--- config.mk ---
export PLATFORM = sky130hd
export DESIGN_NAME = hex_disp_arbiter
export DESIGN_NICKNAME = d
export VERILOG_FILES = /design/src/rtl/hex_disp_pkg.sv /design/src/rtl/rr_picker.sv /design/src/rtl/hex_disp_arbiter.sv
export SDC_FILE = /design/constraint.sdc
export NUM_CORES = 1
export LEC_CHECK = 0
export CAP_MARGIN = 20
export CORE_MARGIN = 2
export CORE_UTILIZATION = 44
export DETAILED_ROUTE_END_ITERATION = 10
export HOLD_SLACK_MARGIN = 0.03
export PLACE_DENSITY_LB_ADDON = 0.1
export SETUP_SLACK_MARGIN = 0.1
export SKIP_LAST_GASP = 1
export SLEW_MARGIN = 20
export SYNTH_ARGS = -nofsm -noshare
export SYNTH_HDL_FRONTEND = slang
export SYNTH_SLANG_ARGS = --single-unit
--- constraint.sdc ---
create_clock -name clk -period 2.3 [get_ports clk]
set_input_delay 0.23 -clock clk [delete_from_list [all_inputs] [get_ports clk]]
set_output_delay 0.23 -clock clk [all_outputs]
set_load 0.02 [all_outputs]
--- src/rtl/hex_disp_pkg.sv ---
// rtl/hex_disp_pkg.sv - shared state encoding and counter sizing for the hex display arbiter
package hex_disp_pkg;

    typedef enum logic [1:0] {
        ST_IDLE  = 2'd0,
        ST_BLANK = 2'd1,
        ST_OWN   = 2'd2
    } hd_state_t;

    // Bits needed to hold 0..max_val; never less than one bit.
    function automatic int cnt_width(input int max_val);
        int w;
        w = 1;
        for (int i = 1; i < 32; i++) begin
            if ((longint'(1) << i) <= longint'(max_val)) begin
                w = i + 1;
            end
        end
        return w;
    endfunction

endpackage

--- src/rtl/rr_picker.sv ---
// rtl/rr_picker.sv - combinational round-robin pick of the first request after the last owner
module rr_picker #(
    parameter int NREQ = 2
) (
    input  logic [NREQ-1:0] i_req,
    input  logic [1:0]      i_last,
    output logic [NREQ-1:0] o_pick,
    output logic [1:0]      o_idx,
    output logic            o_valid
);

    // Ascending scan above the last owner first, then wrap to the low indices.
    always_comb begin
        o_pick  = '0;
        o_idx   = '0;
        o_valid = 1'b0;
        for (int i = 0; i < NREQ; i++) begin
            if (!o_valid && i_req[i] && (i > int'(i_last))) begin
                o_valid   = 1'b1;
                o_pick[i] = 1'b1;
                o_idx     = 2'(i);
            end
        end
        for (int i = 0; i < NREQ; i++) begin
            if (!o_valid && i_req[i] && (i <= int'(i_last))) begin
                o_valid   = 1'b1;
                o_pick[i] = 1'b1;
                o_idx     = 2'(i);
            end
        end
    end

endmodule

--- src/rtl/hex_disp_arbiter.sv ---
// rtl/hex_disp_arbiter.sv - round-robin owner arbitration with min hold and blanking for the hex display
module hex_disp_arbiter
    import hex_disp_pkg::*;
#(
    parameter int NREQ      = 2,
    parameter int DW        = 32,
    parameter int HOLD_CYC  = 50_000_000,
    parameter int BLANK_CYC = 1000
) (
    input  logic               clk,
    input  logic               rst_n,
    input  logic [NREQ-1:0]    req,
    input  logic [NREQ*DW-1:0] data_in,
    output logic [NREQ-1:0]    grant,
    output logic [1:0]         owner_id,
    output logic [DW-1:0]      disp_data,
    output logic               disp_en
);

    localparam int HW = cnt_width(HOLD_CYC);
    localparam int BW = cnt_width(BLANK_CYC);
    localparam logic [HW-1:0] HOLD_MAX   = HW'(HOLD_CYC);
    localparam logic [BW-1:0] BLANK_LAST = BW'(BLANK_CYC - 1);

    hd_state_t       r_state, w_state_nxt;
    logic [HW-1:0]   r_hold, w_hold_nxt;
    logic [BW-1:0]   r_blank, w_blank_nxt;
    logic [1:0]      r_last, w_last_nxt;
    logic [NREQ-1:0] r_grant, w_grant_nxt;
    logic [1:0]      r_owner, w_owner_nxt;
    logic [DW-1:0]   r_data, w_data_nxt;
    logic            r_en, w_en_nxt;

    logic [NREQ-1:0] w_pick;
    logic [1:0]      w_pick_idx;
    logic            w_pick_valid;
    logic            w_own_req;
    logic            w_other_req;

    rr_picker #(
        .NREQ (NREQ)
    ) u_rr_picker (
        .i_req   (req),
        .i_last  (r_last),
        .o_pick  (w_pick),
        .o_idx   (w_pick_idx),
        .o_valid (w_pick_valid)
    );

    assign w_own_req   = |(req & r_grant);
    assign w_other_req = |(req & ~r_grant);

    // Outputs default to zero so every path that leaves OWN blanks the display on that edge.
    always_comb begin
        w_state_nxt = r_state;
        w_hold_nxt  = r_hold;
        w_blank_nxt = r_blank;
        w_last_nxt  = r_last;
        w_grant_nxt = '0;
        w_owner_nxt = '0;
        w_data_nxt  = '0;
        w_en_nxt    = 1'b0;
        case (r_state)
            ST_IDLE: begin
                if (|req) begin
                    w_state_nxt = ST_BLANK;
                    w_blank_nxt = '0;
                end
            end
            ST_BLANK: begin
                if (r_blank == BLANK_LAST) begin
                    if (w_pick_valid) begin
                        w_state_nxt = ST_OWN;
                        w_grant_nxt = w_pick;
                        w_owner_nxt = w_pick_idx;
                        w_data_nxt  = data_in[int'(w_pick_idx)*DW +: DW];
                        w_en_nxt    = 1'b1;
                        w_last_nxt  = w_pick_idx;
                        w_hold_nxt  = HW'(1);
                    end else begin
                        w_state_nxt = ST_IDLE;
                    end
                end else begin
                    w_blank_nxt = r_blank + BW'(1);
                end
            end
            ST_OWN: begin
                // A drop wins over pre-emption; either way the next owner is chosen after blanking.
                if (!w_own_req || ((r_hold == HOLD_MAX) && w_other_req)) begin
                    w_state_nxt = w_other_req ? ST_BLANK : ST_IDLE;
                    w_blank_nxt = '0;
                end else begin
                    w_grant_nxt = r_grant;
                    w_owner_nxt = r_owner;
                    w_data_nxt  = data_in[int'(r_owner)*DW +: DW];
                    w_en_nxt    = 1'b1;
                    if (r_hold != HOLD_MAX) begin
                        w_hold_nxt = r_hold + HW'(1);
                    end
                end
            end
            default: begin
                w_state_nxt = ST_IDLE;
            end
        endcase
    end

    always_ff @(posedge clk or negedge rst_n) begin
        if (!rst_n) begin
            r_state <= ST_IDLE;
            r_hold  <= '0;
            r_blank <= '0;
            r_last  <= 2'(NREQ - 1);
            r_grant <= '0;
            r_owner <= '0;
            r_data  <= '0;
            r_en    <= 1'b0;
        end else begin
            r_state <= w_state_nxt;
            r_hold  <= w_hold_nxt;
            r_blank <= w_blank_nxt;
            r_last  <= w_last_nxt;
            r_grant <= w_grant_nxt;
            r_owner <= w_owner_nxt;
            r_data  <= w_data_nxt;
            r_en    <= w_en_nxt;
        end
    end

    assign grant     = r_grant;
    assign owner_id  = r_owner;
    assign disp_data = r_data;
    assign disp_en   = r_en;

endmodule

==> flow_results.org <==
** Outcome
- Run status :: finished, final reports clean

** Yosys
- Synthesized instance count :: 407
- The number of different library cells used by synthesis comes to 57.
- For this run, asynchronously set or reset flops after synthesis account for 100.0%.
- Of the synthesized area, sequential elements account for 46.60%.
- For this run, the leading register cell type out of synthesis is dfrtp_1.
- The synthesized design contains 0 enable-type register cells.
- Top post-synthesis cells by area :: dfrtp_1 (46%), a22o_1 (7.4%), nand2_1 (4.1%)
- Cell type contributing the most total cell area after synthesis :: dfrtp_1
- Synth Register Bits :: 75
- Number of warnings reported in the yosys synthesis log :: 0
- Mean instance size in the synthesized netlist :: 9.902 sq um
- The top cell type by area accounts for 45.95% of the synthesized area.
- Net count of the mapped netlist :: 482
- The synthesized netlist occupies a cell area of 4030 sq um.

** Drt
- Length of the first detailed-routing pass in iterations :: 5
- In the routed design, unresolved DRC markers number 0.
- Wires add up to 11,920 um.
- Average wire length per cell after detail routing :: 17.45 um
- Number of routed nets with antenna violations :: 0
- Via-per-instance ratio :: 5.947
- For this block, the initial DRC count from the detailed router was 194.
- Vias after detailed routing :: 4,062

** Floorplanning
- Effective utilization at floorplan :: 45.77%
- Die width :: 99.71 um
- The die is 99.71 um tall.
- During I/O placement, the number of pins put on the boundary was 105.
- Core area :: 8806 sq um
- Die Area :: 9941 sq um
- Floorplan row count :: 34

** Power and ir drop
- Power per Cell Area :: 628.6 nW/um^2
- Summed over all cells, the static leakage comes to 2.589 nW.
- Worst supply voltage drop on vdd :: 319.3 uV

** Place
- I/O Buffers :: 103
- Last weighted congestion value of the routability-driven placer :: 0.8713
- Detailed placement finished with a half-perimeter wire length of 8404 um.

** GRT
- Maximum number of pins on one net before global-route repair :: 76
- Number of antenna violations at the first check in global routing :: 0
- The number of global-route vias before repair is 3,976.
- First-pass GRT wire length :: 19,220 um
- Total congestion overflow :: 0
- Total GRT Usage :: 24.50%

** Timing
- Max Transition Viols Final :: 0
- Min cycle time layout :: 2.222 ns
- For the final database, setup skew stands at 0.008108 ns.
- Final period utilization :: 96.62%
- Setup repair after global routing could not meet its margin everywhere.
- Setup violations remaining at the end of the flow were counted as 0.
- Final hold analysis gives a worst-case slack of 0.4244 ns.
- Upper clock frequency limit :: 450.0 MHz
- Hold Vio Cnt, Final :: 0

** Setup path
- Data required, critical path :: 2.54 ns
- The critical path is of the register to register type.
- Largest incremental delay on the critical path :: 0.49 ns
- Cell Chain, Critical Path :: nor4_4 > nand4_2 > o21a_1 > or4_4 > buf_6 > a221o_1
- Crit path capture type :: register
- For this design, the slowest cell found on the critical path is or4_4.
- STA classifies the critical path startpoint as a register.
- In this run the worst path has a maximum fanout of 8.
- At the worst endpoint, the arrival time is 2.46 ns.

** Finish
- Filler cells :: 651
- Antenna diode count :: 0
- Count of nets after finishing :: 646
- Fin util :: 69.98%
- Of the cells placed in the final design, the portion with a size suffix greater than 1 is 22.09%.
- Area growth from synthesis to layout :: 52.90%

** Clock network
- Library cell used as clock root buffer :: clkbuf_8
- Clock slew at reported path FFs :: 0.08 ns
- TritonCTS built the clock tree.
- Number of clock sinks :: 75
- The clock passes through at most 2 buffers.
- The clock tree synthesis step divided the H-tree into 3 levels.
- At the later pin of the worst-skew pair, clock insertion delay measures 0.35 ns.
- In this run, CTS created clock tree buffers numbering 9.

** Min path
- The tightest min-delay check is of the input port to async pin type.

** Run
- The tool flagged a number of max-cap violations equal to 0.
==> per-stage QoR <==
stage / cell area, sq um / TNS, ns / instances / power (mW) / worst slack (ns)
2_1_floorplan: 4045 / 0 / 407 / 2.055 / 0.1375
3_3_place_gp: 5612 / -0.2495 / 654 / 2.498 / -0.08567
3_5_place_dp: 5612 / -0.3885 / 654 / 2.535 / -0.1039
4_1_cts: 5974 / 0 / 675 / 3.850 / 0.05398
5_1_grt: 6162 / 0 / 683 / 4.066 / 0.04409
6_report: 6162 / 0 / 683 / 3.874 / 0.07775
==> registers in the layout, summed over array words and instances, names as in the netlist <==
signal,count
owner_id,1
disp_data,32
disp_en,1
r_blank,10
r_last,1
r_state,2
r_hold,26
grant,2
==> layout make-up <==
| type | instances | area [sq um] | area share, % |
|---|---|---|---|
| Timing Repair Buffer | 177 | 1677 | 27.21 |
| Sequential cell | 75 | 1881 | 30.52 |
| Multi-Input combinational cell | 296 | 2185 | 35.45 |
| Clock buffer | 11 | 141.4 | 2.294 |
| Clock inverter | 4 | 98.84 | 1.604 |
| Tap cell | 108 | 135.1 | 2.193 |
| Inverter | 12 | 45.04 | 0.7310 |
==> critical path: cells and delay by family (launching register included) <==
family	cells	cell delay (ns)
AO/OA/AOI/OAI	2	0.56
buffers and inverters	1	0.15
flip-flops	1	0.42
AND/OR/NAND/NOR	3	0.97
==> metal layers <==
layer	routed length, um	part of all wire, %	track usage (%)
met1	4825	40	29.72
met2	5690	48	40.38
met3	1114	9.3	7.730
met4	285	2.4	10.33
met5	0	0	0
==> cell families after synthesis <==
family,Yosys count,synth area share [%]
compound gates,120,23.97
fa+ha+maj,7,2.173
buf+inv,36,3.570
flops,75,46.60
mux,6,1.521
other cells,1,0.09305
simple gates,162,22.07
==> path summary, 6_finish.rpt <==
| path | from | end | slack, ns | depth (start not counted) |
|---|---|---|---|---|
| max in group asynchronous | rst_n | r_last[0] | 1.50 | 3 |
| min in group clk | data_in[26] | disp_data[26] | 0.47 | 2 |
| hold reg to reg | r_blank[1] | r_blank[1] | 0.55 | 1 |
| setup / recovery | r_hold[3] | r_blank[6] | 0.08 | 6 |
| hold / removal | rst_n | r_blank[7] | 0.42 | 3 |
| setup reg to reg | r_hold[3] | r_blank[6] | 0.08 | 6 |
==> timing repair <==
action                                  4_1_cts  5_1_grt
gates resized for setup                      15       25
pin swaps                                     3       20
gates cloned                                  0        2
endpoints found under the setup margin       46       62
buffers inserted                              5        6
endpoints found under the hold margin        74        0
hold buffers                                  1        0
==> cell usage in the layout, fill, tap and decap left out, drive strengths merged, types with 4 or more instances in the layout <==
cell           synthesis  final
nand2                 44     44
dfrtp                 74     74
clkbuf                18     12
nor2                  16     16
ha                     7      7
a221o                  6      6
o21ai                 15     15
and3                   5      5
o22a                   4      4
or3                    8      8
and4                   4      4
nor4                   6      6
mux2i                  5      5
nor3                  11     11
o311ai                 9      9
nand2b                 8      8
o31ai                  4      4
or4                    9      9
nand4                  8      8
a211oi                 7      7
nand3                 28     28
a21oi                  9      9
o211ai                 8      8
a22o                  34     34
buf                    6     73
clkdlybuf4s50          0    102
inv                   12     12
==> power breakdown <==
group	switching (mW)	leakage [nW]	total (mW)	internal [mW]
combinational	0.630	1.45	1.17	0.537
sequential	0.0775	1.02	1.48	1.40
clock	0.485	0.120	1.23	0.747
total	1.19	2.59	3.87	2.68
==> cells in the mapped netlist, types with 4 or more instances <==
library cell	number
or4_1	9
nand3_1	28
and4_1	4
a21oi_1	9
nand2_1	44
nand2b_1	8
dfrtp_1	74
nand4_1	7
a221o_1	6
or3_1	8
clkbuf_1	18
a22o_1	34
o21ai_0	14
o22a_1	4
o211ai_1	8
nor3_1	11
o311ai_0	9
and3_1	5
ha_1	7
mux2i_1	5
inv_1	12
nor2_1	16
a211oi_1	7
buf_2	4
o31ai_1	4
No activity file was read; power rests on OpenSTA's default activity.
